### config.mk
export PLATFORM = sky130hd
export DESIGN_NAME = wb_cmd_master
export DESIGN_NICKNAME = d
export VERILOG_FILES = /design/src/rtl/wb_cmd_master.sv
export SDC_FILE = /design/constraint.sdc
export NUM_CORES = 1
export LEC_CHECK = 0
export ABC_AREA = 1
export CORE_MARGIN = 2
export CORE_UTILIZATION = 45
export CTS_CLUSTER_SIZE = 14
export DETAILED_ROUTE_END_ITERATION = 10
export GPL_TIMING_DRIVEN = 0
export HOLD_SLACK_MARGIN = 0.03
export PLACE_DENSITY = 0.83
export REMOVE_ABC_BUFFERS = 1
export SYNTH_ARGS = -nofsm -noshare
export SYNTH_HDL_FRONTEND = slang
export SYNTH_SLANG_ARGS = --single-unit
### constraint.sdc
create_clock -name wb_clk -period 1.6 [get_ports wb_clk]
set_input_delay 0.32 -clock wb_clk [delete_from_list [all_inputs] [get_ports wb_clk]]
set_output_delay 0.32 -clock wb_clk [all_outputs]
set_load 0.03 [all_outputs]
### src/rtl/wb_cmd_master.sv
// Single-command Wishbone classic master: accepts one read/write command, runs it on the
// bus with retry/backoff and timeout handling, and returns one response per command.
module wb_cmd_master #(
    parameter int ADDR_WIDTH = 32,
    parameter int DATA_WIDTH = 8,
    parameter int TIMEOUT    = 255,
    parameter int MAX_RETRY  = 3
) (
    input  logic                  wb_clk,
    input  logic                  wb_rst,
    input  logic                  cmd_valid,
    output logic                  cmd_ready,
    input  logic                  cmd_we,
    input  logic [ADDR_WIDTH-1:0] cmd_adr,
    input  logic [DATA_WIDTH-1:0] cmd_dat,
    output logic                  rsp_valid,
    input  logic                  rsp_ready,
    output logic [DATA_WIDTH-1:0] rsp_dat,
    output logic [1:0]            rsp_status,
    output logic [ADDR_WIDTH-1:0] wb_adr_o,
    output logic [DATA_WIDTH-1:0] wb_dat_o,
    output logic                  wb_we_o,
    output logic                  wb_cyc_o,
    output logic                  wb_stb_o,
    output logic [2:0]            wb_cti_o,
    output logic [1:0]            wb_bte_o,
    input  logic [DATA_WIDTH-1:0] wb_dat_i,
    input  logic                  wb_ack_i,
    input  logic                  wb_err_i,
    input  logic                  wb_rty_i,
    output logic                  busy
);

    typedef enum logic [1:0] {
        IDLE    = 2'd0,
        BUS     = 2'd1,
        BACKOFF = 2'd2,
        RESP    = 2'd3
    } state_t;

    localparam logic [1:0]  ST_OK      = 2'b00;
    localparam logic [1:0]  ST_ERR     = 2'b01;
    localparam logic [1:0]  ST_TIMEOUT = 2'b10;
    localparam logic [1:0]  ST_RTY_EXH = 2'b11;
    localparam logic [15:0] TIMER_LAST  = 16'(TIMEOUT - 1);
    localparam logic [3:0]  RETRY_LIMIT = 4'(MAX_RETRY);

    state_t                  state_r, state_s;
    logic [15:0]             timer_r, timer_s;
    logic [3:0]              retry_r, retry_s;
    logic [ADDR_WIDTH-1:0]   adr_s;
    logic [DATA_WIDTH-1:0]   dat_s;
    logic                    we_s;
    logic                    cyc_s;
    logic                    ready_s;
    logic                    busy_s;
    logic                    rsp_valid_s;
    logic [DATA_WIDTH-1:0]   rsp_dat_s;
    logic [1:0]              rsp_status_s;

    assign wb_cti_o = 3'b000;
    assign wb_bte_o = 2'b00;

    // Next-state and next-output logic; every output register is loaded from these values.
    always_comb begin
        state_s      = state_r;
        timer_s      = timer_r;
        retry_s      = retry_r;
        adr_s        = wb_adr_o;
        dat_s        = wb_dat_o;
        we_s         = wb_we_o;
        rsp_valid_s  = rsp_valid;
        rsp_dat_s    = rsp_dat;
        rsp_status_s = rsp_status;
        case (state_r)
            IDLE: begin
                if (cmd_valid && cmd_ready) begin
                    adr_s   = cmd_adr;
                    dat_s   = cmd_dat;
                    we_s    = cmd_we;
                    retry_s = 4'd0;
                    timer_s = 16'd0;
                    state_s = BUS;
                end else begin
                    state_s = IDLE;
                end
            end
            BUS: begin
                // Terminations beat the timer expiring in the same cycle.
                if (wb_ack_i) begin
                    rsp_dat_s    = wb_we_o ? {DATA_WIDTH{1'b0}} : wb_dat_i;
                    rsp_status_s = ST_OK;
                    rsp_valid_s  = 1'b1;
                    state_s      = RESP;
                end else if (wb_err_i) begin
                    rsp_dat_s    = {DATA_WIDTH{1'b0}};
                    rsp_status_s = ST_ERR;
                    rsp_valid_s  = 1'b1;
                    state_s      = RESP;
                end else if (wb_rty_i) begin
                    if (retry_r < RETRY_LIMIT) begin
                        retry_s = retry_r + 4'd1;
                        timer_s = 16'd0;
                        state_s = BACKOFF;
                    end else begin
                        rsp_dat_s    = {DATA_WIDTH{1'b0}};
                        rsp_status_s = ST_RTY_EXH;
                        rsp_valid_s  = 1'b1;
                        state_s      = RESP;
                    end
                end else if (timer_r == TIMER_LAST) begin
                    rsp_dat_s    = {DATA_WIDTH{1'b0}};
                    rsp_status_s = ST_TIMEOUT;
                    rsp_valid_s  = 1'b1;
                    state_s      = RESP;
                end else begin
                    timer_s = timer_r + 16'd1;
                end
            end
            BACKOFF: begin
                state_s = BUS;
            end
            RESP: begin
                if (rsp_ready) begin
                    rsp_valid_s = 1'b0;
                    state_s     = IDLE;
                end else begin
                    state_s = RESP;
                end
            end
            default: begin
                state_s = IDLE;
            end
        endcase
        cyc_s   = (state_s == BUS);
        ready_s = (state_s == IDLE);
        busy_s  = (state_s != IDLE);
    end

    // State, counters and all registered outputs, with synchronous reset.
    always_ff @(posedge wb_clk) begin
        if (wb_rst) begin
            state_r    <= IDLE;
            timer_r    <= 16'd0;
            retry_r    <= 4'd0;
            wb_adr_o   <= {ADDR_WIDTH{1'b0}};
            wb_dat_o   <= {DATA_WIDTH{1'b0}};
            wb_we_o    <= 1'b0;
            wb_cyc_o   <= 1'b0;
            wb_stb_o   <= 1'b0;
            cmd_ready  <= 1'b0;
            busy       <= 1'b0;
            rsp_valid  <= 1'b0;
            rsp_dat    <= {DATA_WIDTH{1'b0}};
            rsp_status <= ST_OK;
        end else begin
            state_r    <= state_s;
            timer_r    <= timer_s;
            retry_r    <= retry_s;
            wb_adr_o   <= adr_s;
            wb_dat_o   <= dat_s;
            wb_we_o    <= we_s;
            wb_cyc_o   <= cyc_s;
            wb_stb_o   <= cyc_s;
            cmd_ready  <= ready_s;
            busy       <= busy_s;
            rsp_valid  <= rsp_valid_s;
            rsp_dat    <= rsp_dat_s;
            rsp_status <= rsp_status_s;
        end
    end

endmodule

==> metrics <==
Root Buffer clkbuf_8; final wirelength 10.2 mm; Sink Count 77; CTS buffer count 9; Initial Utilization between 40% and 50%; # hold bufs at CTS 0; ANT nets after route 0; dpl ws -1.47 ns; CP Max Fanout 10; most frequent cells in the layout nor2_1 (127), nand2_1 (69), dfxtp_1 (64); Core Region 7180 µm²; Nets between 600 and 700; Final period util a little over nine tenths; largest family of logic cells by synthesized area simple AND/OR/NAND/NOR gates; htree depth 3; min-delay worst type reg2reg; total congestion overflow 0; vias per cell 5.04; commonest non-fill, non-tap cell in the layout nor2_1; Seq/Total Area, Yosys 46.6%; Fill cells 559; synthesized instance count 473; initial antenna violation count 0; die width ~90 µm; # setup viols final 0; Rel. slew slack 56.5%; XOR/XNOR share of the synthesized area 0.530%; DR pass1 iterations 5; placed insts 661; maximum clock frequency 632 MHz; Synthesis Warnings 0; Detailed Place HPWL 5.84 mm; largest net degree at the start of global routing 32; Post-Synth Adder-Cell Area between 1 and 1.5%; register cell area after layout 1570 µm²; Critical Path RT 1.81 ns; max-slew violations 0; # diodes 0; All-Layer GR Usage 25.0%; Worst Tran Pin Value 0.652 ns; synthesized area 3300 µm²; worst-skew pair later-pin latency 0.35 ns; power per cell area 1140 nW/µm²; utilization after layout 69.4%; vias in the first global route 3,386; Final min period 1.58 ns; Max Cap Viol 0; post-route total power 5.67 mW; DRC 0; CTS Buffer Depth 2; Multi-input gate area 1670 µm²; Synth Area in Simple Gates 30.7%; Leak 2.14 nW; CTS tree built; setup slack after layout 0.0171 ns; Layout Cells excl Fill around 700; die area 8040 µm²; WL/cell about 14 µm; DR vias 3,542; share of post-route cells with drive strength above 1 between 15 and 20%; mux contribution to synthesized area 0%; Netlist cell types 26; Port Buffers 111; outcome complete, no violations; clk slew on worst S/H paths 0.09 ns; endpoint type of the worst setup path flop; Syn-to-layout area delta 50.7%; #FFs+latches synth 77; initial DRC count between 100 and 150; RSZ-0062 raised after global routing yes; startpoint types input pin; Die Ht 89.7 µm; Synth Area in Compound Gates 12.4%; clock skew 0.00907 ns; io pins ~120; Worst IR Drop VDD around 0.75 mV; global placement routability congestion 0.894; FP Rows 31; first-pass GRT wire length around 15 mm; final hold vios 0; Mean Syn Cell Area 6.99 µm²; worst setup path class in2reg; WP data arrival ~1.8 ns
[flip-flops by register name, indices dropped and copies added, names as in the netlist, 2 cells and up]
signal / count
retry_r: 4
rsp_dat: 8
wb_adr_o: 32
rsp_status: 2
timer_r: 16
wb_dat_o: 8
state_r: 2
[final timing paths]
kind | startpoint | to | slack, ns | depth (start not counted)
max | wb_rty_i | timer_r[8] | 0.02 | 11
min | retry_r[0] | retry_r[0] | 0.46 | 1
max reg2reg | retry_r[0] | timer_r[8] | 0.02 | 10
min reg2reg | retry_r[0] | retry_r[0] | 0.46 | 1
[report_power, final]
group	leakage, nW	switching [mW]	internal, mW	total (mW)
Combinational	1.40	1.12	0.668	1.79
Sequential	0.635	0.117	2.11	2.23
Clock	0.109	0.768	0.895	1.66
[stage by stage]
step	hold slack (ns)	instance area [µm²]	TNS, ns
5_1_grt	0.477	4980	-0.389
6_report	0.457	4980	0
2_1_floorplan	0.389	3160	-7.71
4_1_cts	0.462	4770	-0.00805
3_3_place_gp	0.429	4400	-83.48
3_5_place_dp	0.451	4400	-86.92
[per-layer routing]
metal | part of all wire, % | track usage (%)
met3 | 9.6 | 9.32
met5 | 0 | 0
met4 | 2.1 | 10.3
met2 | 50 | 42.4
met1 | 38 | 28.4
[cells in the mapped netlist]
cell | number | area [µm²]
clkbuf_1 | 15 | 56.3
clkinv_1 | 1 | 3.75
o21ai_0 | 48 | 240
buf_2 | 1 | 5.00
o21bai_1 | 2 | 15.0
nor2_1 | 134 | 503
dfxtp_1 | 77 | 1540
a21oi_1 | 26 | 130
nor3_1 | 5 | 25.0
a21boi_0 | 1 | 7.51
nand2_2 | 2 | 12.5
nand2_1 | 75 | 282
inv_1 | 30 | 113
o21ai_2 | 1 | 8.76
buf_4 | 7 | 52.6
buf_12 | 1 | 20.0
xor2_1 | 2 | 17.5
ha_1 | 3 | 37.5
buf_6 | 2 | 22.5
nand2_4 | 1 | 11.3
nand3_1 | 31 | 155
nor2_2 | 1 | 6.26
a21oi_2 | 1 | 8.76
nand4_1 | 3 | 18.8
inv_2 | 2 | 7.51
conb_1 | 1 | 3.75
[cells by family (layout without fill, tap and decap cells)]
group                    count (synthesis)  after routing
AO/OA/AOI/OAI                           79             79
XOR/XNOR                                 2              2
adder cells (fa/ha/maj)                  3              3
buffers and inverters                   59            183
flip-flops                              77             77
other                                    1              5
AND/OR/NAND/NOR                        252            255
[cell type report]
| class | count | area share [%] |
|---|---|---|
| multi-input cells | 344 | 33.6 |
| flip-flops and latches | 77 | 31.5 |
| repair buffers | 132 | 24.5 |
| inverters | 33 | 3.14 |
| clock buffers | 10 | 2.56 |
| well taps | 99 | 2.49 |
| clock inverters | 6 | 1.94 |
| repair inverters | 2 | 0.327 |
[critical path, stage by stage]
cell and delay (ns):
dlygate4sd2_1 0.33, inv_2 0.17, nor2_1 0.15, nand3_2 0.12, nand2_2 0.11, o21ai_4 0.08
nand2_4 0.11, clkinvlp_4 0.11, buf_6 0.15, nand2_1 0.08, a21oi_2 0.05
[what timing repair did]
item / CTS / global route
buffers inserted: 12 / 9
pin swaps: 8 / 20
resized for setup: 92 / 54
endpoints found under the setup margin: 132 / 69
cloned: 5 / 0
Power figures use the tool's default switching activity.
